==> config.mk <==
export PLATFORM = sky130hd
export DESIGN_NAME = uart_tx_flat
export DESIGN_NICKNAME = d
export VERILOG_FILES = /design/src/rtl/uart_tx_if.sv /design/src/rtl/uart_tx.sv /design/src/flat_wrapper.sv
export SDC_FILE = /design/constraint.sdc
export NUM_CORES = 1
export LEC_CHECK = 0
export ABC_AREA = 1
export BUFFER_PORTS_ARGS = -buffer_cell sky130_fd_sc_hd__buf_2
export CAP_MARGIN = 10
export CORE_MARGIN = 2
export CORE_UTILIZATION = 50
export CTS_CLUSTER_SIZE = 30
export DETAILED_ROUTE_END_ITERATION = 12
export PLACE_DENSITY_LB_ADDON = 0.3
export SKIP_CTS_REPAIR_TIMING = 1
export SLEW_MARGIN = 0
export SYNTH_ARGS = -nofsm -noshare
export SYNTH_HDL_FRONTEND = slang
export SYNTH_SLANG_ARGS = --single-unit
==> constraint.sdc <==
create_clock -name clk -period 1.5 [get_ports clk]
set_clock_uncertainty 0.1 [all_clocks]
set_input_delay 0.075 -clock clk [delete_from_list [all_inputs] [get_ports clk]]
set_output_delay 0.075 -clock clk [all_outputs]
set_load 0.005 [all_outputs]
==> src/rtl/uart_tx_if.sv <==
// Parallel-side handshake and serial line of the UART transmitter.
interface uart_tx_if #(
  parameter int unsigned DATA_WIDTH = 8
);
  logic [DATA_WIDTH-1:0] P_DATA;
  logic                  DATA_VALID;
  logic                  PAR_EN;
  logic                  PAR_TYP;
  logic                  TX_OUT;
  logic                  busy;

  modport master (
    output P_DATA, DATA_VALID, PAR_EN, PAR_TYP,
    input  TX_OUT, busy
  );

  modport slave (
    input  P_DATA, DATA_VALID, PAR_EN, PAR_TYP,
    output TX_OUT, busy
  );
endinterface

==> src/rtl/uart_tx.sv <==
// UART transmitter: start bit, LSB-first data, optional parity, one stop bit, each held PRESCALE clocks.
// The parity bit is compiled in only when UART_TX_PARITY_EN is defined.
module uart_tx #(
  parameter int unsigned DATA_WIDTH = 8,
  parameter int unsigned PRESCALE   = 8
) (
  input logic      clk,
  input logic      rst_n,
  uart_tx_if.slave bus
);
  localparam int unsigned CNT_W = (PRESCALE > 1) ? $clog2(PRESCALE) : 1;
  localparam int unsigned IDX_W = (DATA_WIDTH > 1) ? $clog2(DATA_WIDTH) : 1;
  localparam logic [CNT_W-1:0] CNT_LAST = CNT_W'(PRESCALE - 1);
  localparam logic [IDX_W-1:0] IDX_LAST = IDX_W'(DATA_WIDTH - 1);

`ifdef UART_TX_PARITY_EN
  typedef enum logic [2:0] {IDLE, START, DATA, PARITY, STOP} state_t;
`else
  typedef enum logic [2:0] {IDLE, START, DATA, STOP} state_t;
`endif

  state_t                state;
  logic [CNT_W-1:0]      cnt;
  logic [IDX_W-1:0]      idx;
  logic [DATA_WIDTH-1:0] shreg;
  logic                  tx_q;
  logic                  busy_q;
  logic                  bit_end_c;
  logic                  accept_c;
  logic [DATA_WIDTH-1:0] shreg_nxt_c;

`ifdef UART_TX_PARITY_EN
  logic par_en_q;
  logic par_bit_q;
`else
  logic unused_par_c;
  assign unused_par_c = bus.PAR_EN ^ bus.PAR_TYP;
`endif

  assign bit_end_c   = (cnt == CNT_LAST);
  assign shreg_nxt_c = shreg >> 1;
  // A new byte is taken when idle or on the final stop clock (back-to-back frames).
  assign accept_c    = bus.DATA_VALID && ((state == IDLE) || ((state == STOP) && bit_end_c));

  always_ff @(posedge clk or negedge rst_n) begin
    if (!rst_n) begin
      state     <= IDLE;
      cnt       <= '0;
      idx       <= '0;
      shreg     <= '0;
      tx_q      <= 1'b1;
      busy_q    <= 1'b0;
`ifdef UART_TX_PARITY_EN
      par_en_q  <= 1'b0;
      par_bit_q <= 1'b0;
`endif
    end else if (accept_c) begin
      state     <= START;
      cnt       <= '0;
      idx       <= '0;
      shreg     <= bus.P_DATA;
      tx_q      <= 1'b0;
      busy_q    <= 1'b1;
`ifdef UART_TX_PARITY_EN
      par_en_q  <= bus.PAR_EN;
      par_bit_q <= (^bus.P_DATA) ^ bus.PAR_TYP;
`endif
    end else if (state != IDLE) begin
      cnt <= bit_end_c ? '0 : cnt + CNT_W'(1);
      if (bit_end_c) begin
        case (state)
          START: begin
            state <= DATA;
            idx   <= '0;
            tx_q  <= shreg[0];
          end
          DATA: begin
            // Data leaves LSB first by shifting the latched byte right.
            if (idx != IDX_LAST) begin
              idx   <= idx + IDX_W'(1);
              shreg <= shreg_nxt_c;
              tx_q  <= shreg_nxt_c[0];
            end
`ifdef UART_TX_PARITY_EN
            else if (par_en_q) begin
              state <= PARITY;
              tx_q  <= par_bit_q;
            end
`endif
            else begin
              state <= STOP;
              tx_q  <= 1'b1;
            end
          end
`ifdef UART_TX_PARITY_EN
          PARITY: begin
            state <= STOP;
            tx_q  <= 1'b1;
          end
`endif
          default: begin
            state  <= IDLE;
            tx_q   <= 1'b1;
            busy_q <= 1'b0;
          end
        endcase
      end
    end
  end

  assign bus.TX_OUT = tx_q;
  assign bus.busy   = busy_q;
endmodule

==> src/flat_wrapper.sv <==
// flat-port wrapper written by rule: the top's interface ports become plain ports
module uart_tx_flat 
#(
  parameter int unsigned DATA_WIDTH = 8,
  parameter int unsigned PRESCALE   = 8
)
  (clk, rst_n, bus_P_DATA, bus_DATA_VALID, bus_PAR_EN, bus_PAR_TYP, bus_TX_OUT, bus_busy);
  uart_tx_if #(.DATA_WIDTH(DATA_WIDTH)) bus_i ();
  input logic clk;
  input logic rst_n;
  input wire logic [$bits(bus_i.P_DATA)-1:0] bus_P_DATA;
  input wire logic [$bits(bus_i.DATA_VALID)-1:0] bus_DATA_VALID;
  input wire logic [$bits(bus_i.PAR_EN)-1:0] bus_PAR_EN;
  input wire logic [$bits(bus_i.PAR_TYP)-1:0] bus_PAR_TYP;
  output wire logic [$bits(bus_i.TX_OUT)-1:0] bus_TX_OUT;
  output wire logic [$bits(bus_i.busy)-1:0] bus_busy;
  assign bus_i.P_DATA = bus_P_DATA;
  assign bus_i.DATA_VALID = bus_DATA_VALID;
  assign bus_i.PAR_EN = bus_PAR_EN;
  assign bus_i.PAR_TYP = bus_PAR_TYP;
  assign bus_TX_OUT = bus_i.TX_OUT;
  assign bus_busy = bus_i.busy;
  uart_tx #(.DATA_WIDTH(DATA_WIDTH), .PRESCALE(PRESCALE)) u_core (.clk(clk), .rst_n(rst_n), .bus(bus_i));
endmodule
Word-level counts from Yosys, hierarchy flattened. Cells that the tools add are included.

Logic and storage cells: 59. Register bits after elaboration: 19. Bits of input ports: 13. Output and inout port bits: 2.

Multiplexer cells: 27. Reductions and logical operators: 16. Equal/unequal tests: 8. Add/subtract/negate cells: 2.

Operator list (number): 2-to-1 mux 8 bit (5); 2-to-1 mux 3 bit (11); one-hot mux 3 bit (2 select lines) (2); 2-to-1 mux 1 bit (8); AND reduction 4 bit (2); nonzero test 2 bit (4); adder 3 x 1 -> 3 bit (second input constant) (2); equality test 3 x 2 -> 1 bit (second input constant) (2); AND reduction 3 bit (2); nonzero test 3 bit (2); equality test 3 x 1 -> 1 bit (second input constant) (1); equality test 3 bit (second input constant) (1); zero test 3 bit (1); inequality test 3 x 1 -> 1 bit (second input constant) (1); inequality test 3 x 2 -> 1 bit (second input constant) (1); inequality test 3 bit (second input constant) (1); logical AND 1 bit (2); inequality test 2 x 1 -> 1 bit (second input constant) (1); one-hot mux 1 bit (2 select lines) (1); AND reduction 2 bit (1); OR reduction 2 bit (1); logical OR 1 bit (1).

Logic depth before layout (Yosys ltp).
Word-level depth: 6. Gate-level depth with buffers: 10. Mapped depth without buffers: 9.

Worst setup path after synthesis. OpenSTA, ideal clock, no wires.

Path type: register -> register. Start: register u_core.cnt[0]. End: register u_core.shreg[0]. Cell stages (with the launch flop): 9. Arrival: 1.325 ns. Setup slack: -0.041 ns. Clock period less this slack: 1.541 ns. Data required time: 1.284 ns. Library setup time: 0.116 ns. Cell sequence: dfrtp_1 ha_1 ha_1 nor2_1 inv_2 nand2_1 a21oi_4 nand2_1 nand2_1.

Word-level cells in the longest chain between the ends: 6. Elaborated cells between the ends (all ways): 10. Classes of those cells: eq/ne: 1; mux: 1; reduce/logical: 8.

RTL lines: start: declaration (RTL line uart_tx.sv:23) `logic [CNT_W-1:0] cnt;`; start signal: assignment (RTL line uart_tx.sv:69) `cnt <= bit_end_c ? '0 : cnt + CNT_W'(1);`; equality test 3 bit * (RTL line uart_tx.sv:40) `assign bit_end_c = (cnt == CNT_LAST);`; logical AND 1 bit (RTL line uart_tx.sv:43) `assign accept_c = bus.DATA_VALID && ((state == IDLE) || ((state == STOP) && bit_end_c));`; logical OR 1 bit (RTL line uart_tx.sv:43); logical AND 1 bit (RTL line uart_tx.sv:43); nonzero test 2 bit (no line); AND reduction 4 bit (no line); end signal: assignment (RTL line uart_tx.sv:61) `shreg <= bus.P_DATA;`; end signal: assignment (RTL line uart_tx.sv:81) `shreg <= shreg_nxt_c;`; end: declaration (RTL line uart_tx.sv:25) `logic [DATA_WIDTH-1:0] shreg;`.

Mark *: on every way between the ends. The rest lies on a longest branch, timed or not. A chain may end at the register's enable or synchronous reset.

Worst setup path after layout.
Start: register u_core.state[0]. End: register u_core.shreg[4].

Word-level cells in the longest chain between the ends: 6. Elaborated cells between the ends (all ways): 13. Classes of those cells: eq/ne: 2; mux: 1; reduce/logical: 10.

RTL lines: start: declaration (RTL line uart_tx.sv:22) `state_t state;`; start signal: assignment (RTL line uart_tx.sv:47) `state <= IDLE;`; start signal: assignment (RTL line uart_tx.sv:58) `state <= START;`; start signal: assignment (RTL line uart_tx.sv:73) `state <= DATA;`; equality test 3 x 2 -> 1 bit (RTL line uart_tx.sv:43); logical AND 1 bit (RTL line uart_tx.sv:43); logical OR 1 bit (RTL line uart_tx.sv:43); logical AND 1 bit (RTL line uart_tx.sv:43); nonzero test 2 bit (no line); AND reduction 4 bit (no line).

Parallel ways exist; a longest one is shown, timed or not.

==> flow_metrics.env <==
export IMPL_violations="setup timing"
export IMPL_ys_async_sr_fraction_pct=100
export IMPL_drt_iter0_markers=31
export IMPL_slowest_delay_ps=410
export IMPL_yosysWarningCount=0
export IMPL_pwr_share_comb_pct=61.8
export IMPL_grt_overflow=0
export IMPL_leakagePower_nw=0.840
export IMPL_ant_nets=0
export IMPL_setup_viol=12
export IMPL_synthAdderAreaFrac_pct=9.43
export IMPL_worst_path_max_delay_cell="dfrtp_1"
export IMPL_path_delay_family="flip-flops"
export IMPL_drt_total_wl_um=2640
export IMPL_final_hold_viol_count=0
export IMPL_antenna_found_initial=0
export IMPL_tightest_slew_ps=416
export IMPL_core_sq_um=1980
export IMPL_grt_max_degree=19
export IMPL_p_switching_mw=1.25
export IMPL_grt_setup_unrepaired="true"
export IMPL_synth_xor_area_share_pct=0
export IMPL_clk_latency_ps=300
export IMPL_arrival_ps=1710
export IMPL_maxSlewHeadroom_pct=72.3
export IMPL_clock_sinks=18
export IMPL_synth_seq_cells=18
export IMPL_wire_per_inst_um=12.9
export IMPL_ys_types=20
export IMPL_final_period_utilization_pct=105
export IMPL_cts_tree="done"
export IMPL_power_frac_seq_pct=27.6
export IMPL_grt_pass1_vias=938
export IMPL_clk_path_buf_depth=2
export IMPL_dp_hpwl_um=1640
export IMPL_yosysMostFrequentCell="nand2_1"
export IMPL_drcViolationCount=0
export IMPL_via_count=1049
export IMPL_finalMaxSlewViolations=0
export IMPL_initial_core_util_pct=53.5
export IMPL_path_cells="buf_4 -> ha_2 -> o21ai_4 -> buf_4 -> a21oi_4 -> nand2_1 -> nand2_1"
export IMPL_synth_top_flop_cell="dfrtp_1"
export IMPL_p_clk_share_pct=10.6
export IMPL_power_mw=2.89
export IMPL_fill_cells=142
export IMPL_layout_nets=200
export IMPL_place_gp_congestion=0.723
export IMPL_diodes=0
export IMPL_final_seq_area_sq_um=452
export IMPL_area_growth_pct=40.6
export IMPL_start_kind="flop"
export IMPL_worst_path_buf_inv=2
export IMPL_placementRows=16
export IMPL_drt_vias_per_instance=5.12
export IMPL_critPathKind="reg -> reg"
export IMPL_fin_ws_ps=-76.8
export IMPL_die_area_sq_um=2510
export IMPL_ios=15
export IMPL_cp_end_kind="flop"
export IMPL_fp_dieH_um=50.1
export IMPL_synth_edff_count=0
export IMPL_die_x_um=50.1
export IMPL_required_ps=1640
export IMPL_drt_pass1_iter_count=4
export IMPL_path_clk_slew_ps=110
export IMPL_port_buffer_count=12
export IMPL_internal_power_mw=1.65
export IMPL_cap_violations=0
export IMPL_synthTopCellsByArea="dfrtp_1 40%, nand2_1 25%, ha_1 9.4%, nand3_1 5.2%, inv_1 2.8%"
export IMPL_synth_top_family_by_area="simple AND/OR/NAND/NOR gates"
export IMPL_synthTopCellsByCount="70 x nand2_1, 17 x dfrtp_1, 11 x nand3_1"
export IMPL_fin_crit_ps=1580
export IMPL_cts_buffers=3
export IMPL_tns_ps=-443
export IMPL_htree_levels=1
export IMPL_drive_above_1_share_pct=38.2
export IMPL_grt_total_usage_pct=20.2
export IMPL_grt_pass1_wl_um=3850
export IMPL_synth_area_sq_um=1060
export IMPL_power_density_nw_per_um2=1940
export IMPL_muxShareOfSynthArea_pct=0
export IMPL_outcome="finished, violations left"
export IMPL_synth_compound_area_share_pct=4.83
export IMPL_p_sw_share_pct=43.0
export IMPL_yosys_area_share_simple_pct=37.5
export IMPL_critPathMaxFanout=7
export IMPL_synth_top_cell_area_share_pct=40.1
export IMPL_worst_hold_path_type="in -> reg"
export IMPL_peakVddDrop_mv=1.04
export IMPL_fmax_mhz=634
export IMPL_synth_fp_nets=159
export IMPL_syn_area_per_cell_sq_um=7.69
export IMPL_synth_seq_area_share_pct=42.6
export IMPL_multi_input_area_sq_um=672
export IMPL_synth_top_area_cell="dfrtp_1"
export IMPL_cts_root_buffer="clkbuf_4"
export IMPL_synth_cells=138
power by group through the flow:
| stage | logic (mW) | registers, mW | clock network, mW |
|---|---|---|---|
| floorplan | 0.881 | 0.776 | 0 |
| global placement | 1.27 | 0.782 | 0 |
| detailed placement | 1.31 | 0.795 | 0 |
| CTS | 1.32 | 0.786 | 0.307 |
| global route | 1.97 | 0.815 | 0.326 |
| finish | 1.79 | 0.798 | 0.307 |
area by class of cell:
type | instances | area share, %
clock buffers | 4 | 2.43
flip-flops and latches | 18 | 30.3
well taps | 27 | 2.27
repair buffers | 36 | 16.7
inverters | 11 | 3.27
multi-input cells | 109 | 45.1
routing by layer:
metal / GRT usage, % / share of wire (%) / routed length (um) / vias up
met4: 7.41 / 1.6 / 42 / 0
met5: 0 / 0 / 0 / -
met3: 4.55 / 5.7 / 150 / 8
met1: 25.5 / 42 / 1120 / 484
met2: 33.6 / 50 / 1330 / 40
li1: - / - / - / 517
final timing paths:
| kind | slack [ps] | cells after the start | endpoint | startpoint |
|---|---|---|---|---|
| min in group asynchronous | 130 | 2 | u_core.cnt[1]$_DFFE_PN0P_ | rst_n |
| hold / removal | 3 | 5 | u_core.shreg[0]$_DFFE_PN0P_ | bus_P_DATA[0] |
| setup reg to reg | -80 | 7 | u_core.shreg[4]$_DFFE_PN0P_ | u_core.state[0]$_DFFE_PN0P_ |
| setup / recovery | -80 | 7 | u_core.shreg[4]$_DFFE_PN0P_ | u_core.state[0]$_DFFE_PN0P_ |
| hold reg to reg | 380 | 2 | u_core.bus.TX_OUT$_DFFE_PN1P_ | u_core.bus.TX_OUT$_DFFE_PN1P_ |
| max in group asynchronous | 850 | 2 | u_core.bus.TX_OUT$_DFFE_PN1P_ | rst_n |
flip-flops by register name (all words and copies together) (netlist names):
register,count
u_core.cnt,3
u_core.state,2
u_core.shreg,8
u_core.idx,3
u_core.bus.TX_OUT,1
u_core.bus.busy,1
worst min-delay path, cell delays in order:
cell and delay [ps]:
buf_2 80, nand3_1 60, nand2_1 60, nand2_1 50, nand2_1 50
cell usage in the layout, fill, tap and decap left out:
cell type	count
nand2_4	3
nor2_1	1
dfstp_2	1
clkbuf_8	1
a22o_1	1
inv_2	4
inv_1	6
ha_4	2
ha_1	3
nand3_1	11
ha_2	3
nand2_2	9
buf_6	1
nand4_1	4
buf_2	12
dlygate4sd3_1	2
o21ai_0	2
buf_4	21
a21oi_4	1
nor2_4	3
nand2_8	2
inv_8	1
dfrtp_1	17
o21a_1	1
nand2_1	62
o21ai_4	1
clkbuf_4	3
stage by stage:
step                hold WS, ps  cell area [sq um]  setup slack [ps]  cells  utilization, %
finish                     2.92               1490             -76.8    205            75.3
global route               42.4               1490              -111    205            75.3
CTS                        -392               1290              -142    193            65.0
detailed placement        -64.1               1250              -106    189            63.1
global placement          -72.8               1250             -63.2    189            63.1
floorplan                  -321               1070              1.47    138               -
cells by family after synthesis:
logic type | count (synthesis)
AO/OA/AOI/OAI | 6
AND/OR/NAND/NOR | 93
buffers and inverters | 13
flip-flops | 18
adder cells (fa/ha/maj) | 8
No activity file was read; power rests on OpenSTA's default activity.
